$ cat src/rtl/conf_int_inv_mac__seq.sv
// Sequential solver for d = q*b + c + r: restoring divide of (d - c) mod 2^W by b.
// Define CONF_INT_INV_MAC_ERR_FLAGS_EN to drive div_by_zero/underflow; otherwise both read 0.
module conf_int_inv_mac__seq #(
  parameter int DATA_PATH_BITWIDTH = 16
) (
  input  logic                          clk,
  input  logic                          rst,
  input  logic                          in_valid,
  output logic                          in_ready,
  input  logic [DATA_PATH_BITWIDTH-1:0] d,
  input  logic [DATA_PATH_BITWIDTH-1:0] b,
  input  logic [DATA_PATH_BITWIDTH-1:0] c,
  output logic                          out_valid,
  input  logic                          out_ready,
  output logic [DATA_PATH_BITWIDTH-1:0] q,
  output logic [DATA_PATH_BITWIDTH-1:0] r,
  output logic                          div_by_zero,
  output logic                          underflow
);

  localparam int W  = DATA_PATH_BITWIDTH;
  localparam int CW = $clog2(W);

  typedef enum logic [1:0] {S_IDLE, S_DIV, S_DONE} state_e;

  state_e          state_q;
  logic [CW-1:0]   cnt_q;
  logic [W-1:0]    dvd_q;      // dividend shifting out, quotient bits shifting in
  logic [W-1:0]    rem_q;
  logic [W-1:0]    dvs_q;
  logic            out_valid_q;
  logic [W-1:0]    q_q;
  logic [W-1:0]    r_q;

  logic            accept;
  logic [W-1:0]    diff_in;
  logic [W:0]      rem_sh;
  logic [W:0]      trial;
  logic [W-1:0]    rem_d;
  logic [W-1:0]    dvd_d;

  assign accept  = in_valid && in_ready;
  assign diff_in = d - c;

  // One restoring step: a borrow out of the (W+1)-bit trial means the divisor did not fit.
  always_comb begin
    rem_sh = {rem_q, dvd_q[W-1]};
    trial  = rem_sh - {1'b0, dvs_q};
    if (trial[W]) begin
      rem_d = rem_sh[W-1:0];
      dvd_d = {dvd_q[W-2:0], 1'b0};
    end else begin
      rem_d = trial[W-1:0];
      dvd_d = {dvd_q[W-2:0], 1'b1};
    end
  end

  // NOTE: asynchronous reset clears every state bit; sequential state uses non-blocking
  // assignments only so all registers update together from pre-edge values.
  always_ff @(posedge clk or negedge rst) begin
    if (!rst) begin
      state_q     <= S_IDLE;
      cnt_q       <= '0;
      dvd_q       <= '0;
      rem_q       <= '0;
      dvs_q       <= '0;
      out_valid_q <= 1'b0;
      q_q         <= '0;
      r_q         <= '0;
    end else begin
      case (state_q)
        S_IDLE: begin
          if (accept) begin
            dvd_q <= diff_in;
            rem_q <= '0;
            dvs_q <= b;
            cnt_q <= '0;
            state_q <= (b == '0) ? S_DONE : S_DIV;
          end
        end
        S_DIV: begin
          dvd_q <= dvd_d;
          rem_q <= rem_d;
          cnt_q <= cnt_q + 1'b1;
          if (cnt_q == CW'(W - 1)) begin
            state_q     <= S_DONE;
            out_valid_q <= 1'b1;
            q_q         <= dvd_d;
            r_q         <= rem_d;
          end
        end
        S_DONE: begin
          if (!out_valid_q) begin
            // Only the b == 0 path arrives here without a result; publish it one edge later.
            out_valid_q <= 1'b1;
            q_q         <= '1;
            r_q         <= dvd_q;
          end else if (out_ready) begin
            state_q     <= S_IDLE;
            out_valid_q <= 1'b0;
            q_q         <= '0;
            r_q         <= '0;
            cnt_q       <= '0;
          end
        end
        default: state_q <= S_IDLE;
      endcase
    end
  end

  assign in_ready  = (state_q == S_IDLE) && rst;
  assign out_valid = out_valid_q;
  assign q         = q_q;
  assign r         = r_q;

`ifdef CONF_INT_INV_MAC_ERR_FLAGS_EN
  logic dbz_q;
  logic ufl_q;

  always_ff @(posedge clk or negedge rst) begin
    if (!rst) begin
      dbz_q <= 1'b0;
      ufl_q <= 1'b0;
    end else if (accept) begin
      dbz_q <= (b == '0);
      ufl_q <= (d < c);
    end
  end

  assign div_by_zero = out_valid_q && dbz_q;
  assign underflow   = out_valid_q && ufl_q;
`else
  assign div_by_zero = 1'b0;
  assign underflow   = 1'b0;
`endif

endmodule
$ cat config.mk
export PLATFORM = sky130hd
export DESIGN_NAME = conf_int_inv_mac__seq
export DESIGN_NICKNAME = d
export VERILOG_FILES = /design/src/rtl/conf_int_inv_mac__seq.sv
export SDC_FILE = /design/constraint.sdc
export NUM_CORES = 1
export LEC_CHECK = 0
export BUFFER_PORTS_ARGS = -buffer_cell sky130_fd_sc_hd__buf_2
export CAP_MARGIN = 20
export CORE_UTILIZATION = 55
export CTS_BUF_LIST = sky130_fd_sc_hd__clkbuf_2
export CTS_CLUSTER_DIAMETER = 80
export DETAILED_ROUTE_END_ITERATION = 6
export PLACE_DENSITY = 0.9
export SLEW_MARGIN = 20
export SYNTH_ARGS = -nofsm -noshare
export SYNTH_HDL_FRONTEND = slang
export SYNTH_SLANG_ARGS = --single-unit
$ cat constraint.sdc
create_clock -name clk -period 5.1 [get_ports clk]
set_clock_uncertainty 0.2 [all_clocks]
set_input_delay 0.255 -clock clk [delete_from_list [all_inputs] [get_ports clk]]
set_output_delay 0.255 -clock clk [all_outputs]
set_load 0.01 [all_outputs]
Word level (Yosys, flattened, before mapping)
Index checks and enable logic that the tools add are counted.
Widths: inputs -> output; s select.
- bits of input ports: 52
- register bits after elaboration: 87
- word-level logic and storage cells: 59
- output and inout bits: 36
- add/subtract/negate cells: 3
- multiplexer cells: 27
- eq/ne operators: 8
- reduce and logical (&&, ||, !) cells: 13
- operators by type and width (cell ; count):
    $mux 16 ; 8
    $pmux 16 s2 ; 4
    $sub 17x16->17 ; 1
    $logic_not 16->1 ; 1
    $sub 16x16->16 ; 1
    $mux 4 ; 3
    $pmux 4 s3 ; 1
    $mux 2 ; 5
    $ne 2x2->1 const B ; 4
    $reduce_and 4->1 ; 2
    $pmux 2 s3 ; 1
    $reduce_and 2->1 ; 3
    $add 4x1->4 const B ; 1
    $eq 4x4->1 const B ; 1
    $mux 1 ; 4
    $reduce_bool 2->1 ; 2
    $ne 3x3->1 const B ; 1
    $reduce_and 3->1 ; 1
    $reduce_bool 3->1 ; 1
    $eq 2x1->1 const B ; 1
    $eq 2x2->1 const B ; 1
    $logic_and 1x1->1 ; 2
    $logic_not 2->1 ; 1
    $pmux 1 s2 ; 1

Longest topological paths before layout
- depth in word-level cells: 5
- gate-level depth with buffers: 11
- gate-level depth less buffers: 11

Worst setup path after synthesis
OpenSTA, ideal clock, no wires.
- path kind: register to register
- start point: register dvd_q[15]
- end point: register r_q[11], in the netlist r[11]
- arrival: 2.520 ns
- data required time: 4.762 ns
- cell stages (with the launch flop): 12
- buffers on the path: 1
- setup slack: 2.242 ns
- setup time: 0.138 ns
- period minus slack after synthesis: 2.858 ns
- path through: dfrtp_1 -> inv_1 -> ha_1 -> fa_1 -> nand2b_1 -> a21oi_2 -> o211ai_2 -> o31ai_2 -> xor2_2 -> buf_8 -> mux2i_1 -> o22ai_1
- longest elaborated chain between the ends: 4
- RTL lines (item ; line ; source):
    start: declaration ; 28 ; logic [W-1:0] dvd_q;
    start signal: assignment ; 74 ; dvd_q <= diff_in;
    start signal: assignment ; 82 ; dvd_q <= dvd_d;
    $sub 17x16->17 ; 48 ; trial = rem_sh - {1'b0, dvs_q};
    $mux 16 ; 49 ; if (trial[W]) begin
    $mux 16 ; 85 ; if (cnt_q == CW'(W - 1)) begin
    $pmux 16 s2 ; 71 ; case (state_q)
    end signal: assignment ; 89 ; r_q <= rem_d;
    end signal: assignment ; 97 ; r_q <= dvd_q;
    end: declaration ; 33 ; logic [W-1:0] r_q;
No other way between the ends. The select of a mux whose other input is x is not followed.
A chain may end at the register's enable or synchronous reset.

Worst setup path after layout
Same ends and word-level chain as after synthesis.

==> impl_results.md <==
* Clock Sink Count at between 80 and 90
* Sequential share of the synthesized area at 41.3%
* CP Cell Sequence: inv_1 -> ha_1 -> fa_1 -> nand2b_1 -> a21oi_2 -> o211ai_2 -> o31ai_2 -> xor2_2 -> buf_4 -> mux2i_1 -> o22ai_1
* DRT antenna net count at 0
* Pleak at 0.00296 µW
* First-pass GRT wire length at 22,800 µm
* Root Buffer: clkbuf_2
* Final nets at 759
* CTS HTree Levels at 3
* Pins over their slew limit at 0
* Port bufs at 85
* Flop pwr share at 31.5%
* Iter 0 DRT Violations at about 380
* Die height at about 100 µm
* Int Power at 2200 µW
* Die width at ~100 µm
* DP Worst Slack at 1.64 ns
* Hold_buf cts at 26
* Maximum vdd drop at 324 µV
* Critical-path maximum fanout at 15
* Fin Hold WS at 0.0441 ns
* Clock tree from TritonCTS: done
* Post-synth EDFFs at 0
* CP max stage cell: xor2_2
* DIE AREA at 0.00997 mm²
* Mapped Cells at 570
* Worst Setup End Kind: flip-flop
* Vias at roughly 5k
* Final setup viols at 0
* Pwr Total at 4110 µW
* Mean Syn Cell Area at 9.24 µm²
* Relative slew slack at 43.1%
* Maximum achievable frequency at approximately 280 MHz
* Clock power share at 9.7%
* Worst-path clk slew at 0.22 ns
* Num rows at 35
* Worst EP arrival at 3.71 ns
* Final worst-path cycle share at 69.0%
* Startpoint Class: flip-flop
* Endpoints failing hold at 0
* CP peak stage delay at around 0.50 ns
* GRT Resource Usage Total at between 20% and 30%
* Area grow syn2layout at 17.8%
* Vias per cell at 6.12
* Post-CTS Repair Setup Buffers at 0
* Initial antenna violation count at 0
* Setup_tns at 0 ns
* Initial core utilization at 57.0%
* Psw at 1910 µW
* Largest net degree at the start of global routing at 88
* RSZ-0062 raised after global routing: no
* DRC Markers at 0
* P per Cell Area at about 660 mW/mm²
* Vias in the first global route at 4,762
* Buf+Inv Stages, Crit Path at 2
* Minimum clock period at 3.52 ns
* Num CTS Buffers at 9
* Sw Share at 46.5%
* Setup CP Type: reg -> reg
* Wire per inst at 17.5 µm
* Max-Cap Viols at 0
* Ports at ~90
* Power share of the combinational group at 58.8%
* Distinct cells, synth at 66
* Max Buffers Root-to-Sink at 2
* Share of async-settable or async-resettable flops after synthesis at 100%
* Least-Margin Pin Slew at 0.854 ns
* Synth warn at 0
* Setup slack after layout at 1.58 ns
* Initial DRT Pass Iterations at 5
* Routability Congestion at 0.953
* Worst hold path class: in -> reg
* Core area at 0.00924 mm²
* WP data required at 5.29 ns
* Final WL at roughly 14,000 µm
* Share of layout cells above drive strength 1 at about 18%
* Worst skew pair latency at 0.54 ns
* Mapped Area at 0.00527 mm²
* Yosys reg bits at 87
* DP HPWL at roughly 10000 µm
* CP top delay family: compound AO/OA/AOI/OAI gates
* Number of gates resized after CTS at 0
* Top FF cell, synth: dfrtp_1
* Outcome: finished, final reports clean
* GRT overflow at 0
[worst min-delay path: cells and delay by family]
kind                     cells  cell delay (ns)
adder cells (fa/ha/maj)      1             0.13
AND/OR/NAND/NOR              1             0.05
buffers and inverters        1             0.08
AO/OA/AOI/OAI                1             0.25
[registers in the layout, indices dropped and copies added (netlist names)]
| register | count |
|---|---|
| cnt_q | 4 |
| dvd_q | 16 |
| dvs_q | 16 |
| out_valid | 1 |
| q | 16 |
| r | 16 |
| rem_q | 16 |
| state_q | 2 |
[worst paths after layout]
check	startpoint	endpoint	slack, ns	depth (start not counted)
setup reg to reg	dvd_q[15]	r[11]	1.58	11
max in group asynchronous	rst	dvs_q[5]	3.97	3
hold / removal	c[0]	dvd_q[0]	0.04	4
min in group asynchronous	rst	out_valid	0.20	3
setup / recovery	dvd_q[15]	r[11]	1.58	11
hold reg to reg	dvs_q[0]	dvs_q[0]	0.33	2
[metal layers]
metal  routed length [µm]  vias to the layer above  track usage, %  part of all wire [%]
li1                     -                     2287               -                     -
met1                 6070                     2374            38.1                    43
met2                 6830                      248            49.9                    48
met3                  833                       37            3.48                   5.9
met4                  395                        0            12.6                   2.8
met5                    0                        -               0                     0
[layout make-up]
class                      count  area [µm²]
clock buffer                  10        50.0
timing repair buffer         119         752
multi-input combinational    412        2810
inverter                      44         165
antenna                        1        2.50
fill                         713        3040
sequential                    87        2180
clock inverter                 6        85.1
tap                          129         161
[kinds of logic after synthesis]
family                     after synthesis  share of synthesized area, %
muxes                                   16                          3.04
AOI/OAI and AO/OA                      194                          24.9
buffers and inverters                   72                          5.65
and+or+nand+nor                        142                          12.5
xor gates and xnor gates                24                          4.13
other                                    1                        0.0712
DFF                                     87                          41.3
adders and majority gates               34                          8.36
[Yosys cell counts (all sizes together), types with 13 or more instances]
master  instances  area share (%)
nand2          56             4.0
ha             32             7.6
a221o          20             3.8
clkbuf         23             1.6
inv            43             3.1
nor2           37             2.6
dfrtp          87              41
o22ai          14             1.7
mux2i          16             3.0
o21ai          57             5.4
xnor2          13             2.2
a21oi          35             3.4
[cell usage in the layout (no fill, tap or decap), types with 12 or more instances in the layout]
master / Yosys / routed
xnor2_1: 13 / 13
a22oi_1: 12 / 12
nor2_1: 37 / 37
nand2_1: 56 / 56
a21oi_1: 34 / 34
dlygate4sd3_1: 0 / 26
ha_1: 32 / 32
o21ai_0: 54 / 54
buf_2: 1 / 84
a221o_1: 20 / 20
dfrtp_1: 87 / 87
o22ai_1: 14 / 14
mux2i_1: 16 / 16
inv_1: 43 / 43
[per-stage QoR]
step           utilization (%)  area [µm²]  instances
2_1_floorplan                -        5270        571
3_3_place_gp              62.8        5800        765
3_5_place_dp              62.8        5800        765
4_1_cts                   67.1        6200        807
5_1_grt                   67.1        6200        807
6_report                  67.1        6200        808
[power by group through the flow]
stage,sequential [µW],combinational (µW),clock [µW]
2_1_floorplan,1260,1760,0
3_3_place_gp,1290,2250,0
3_5_place_dp,1300,2350,0
4_1_cts,1290,2380,405
5_1_grt,1330,2660,430
6_report,1290,2420,399
Power figures use the tool's default switching activity.
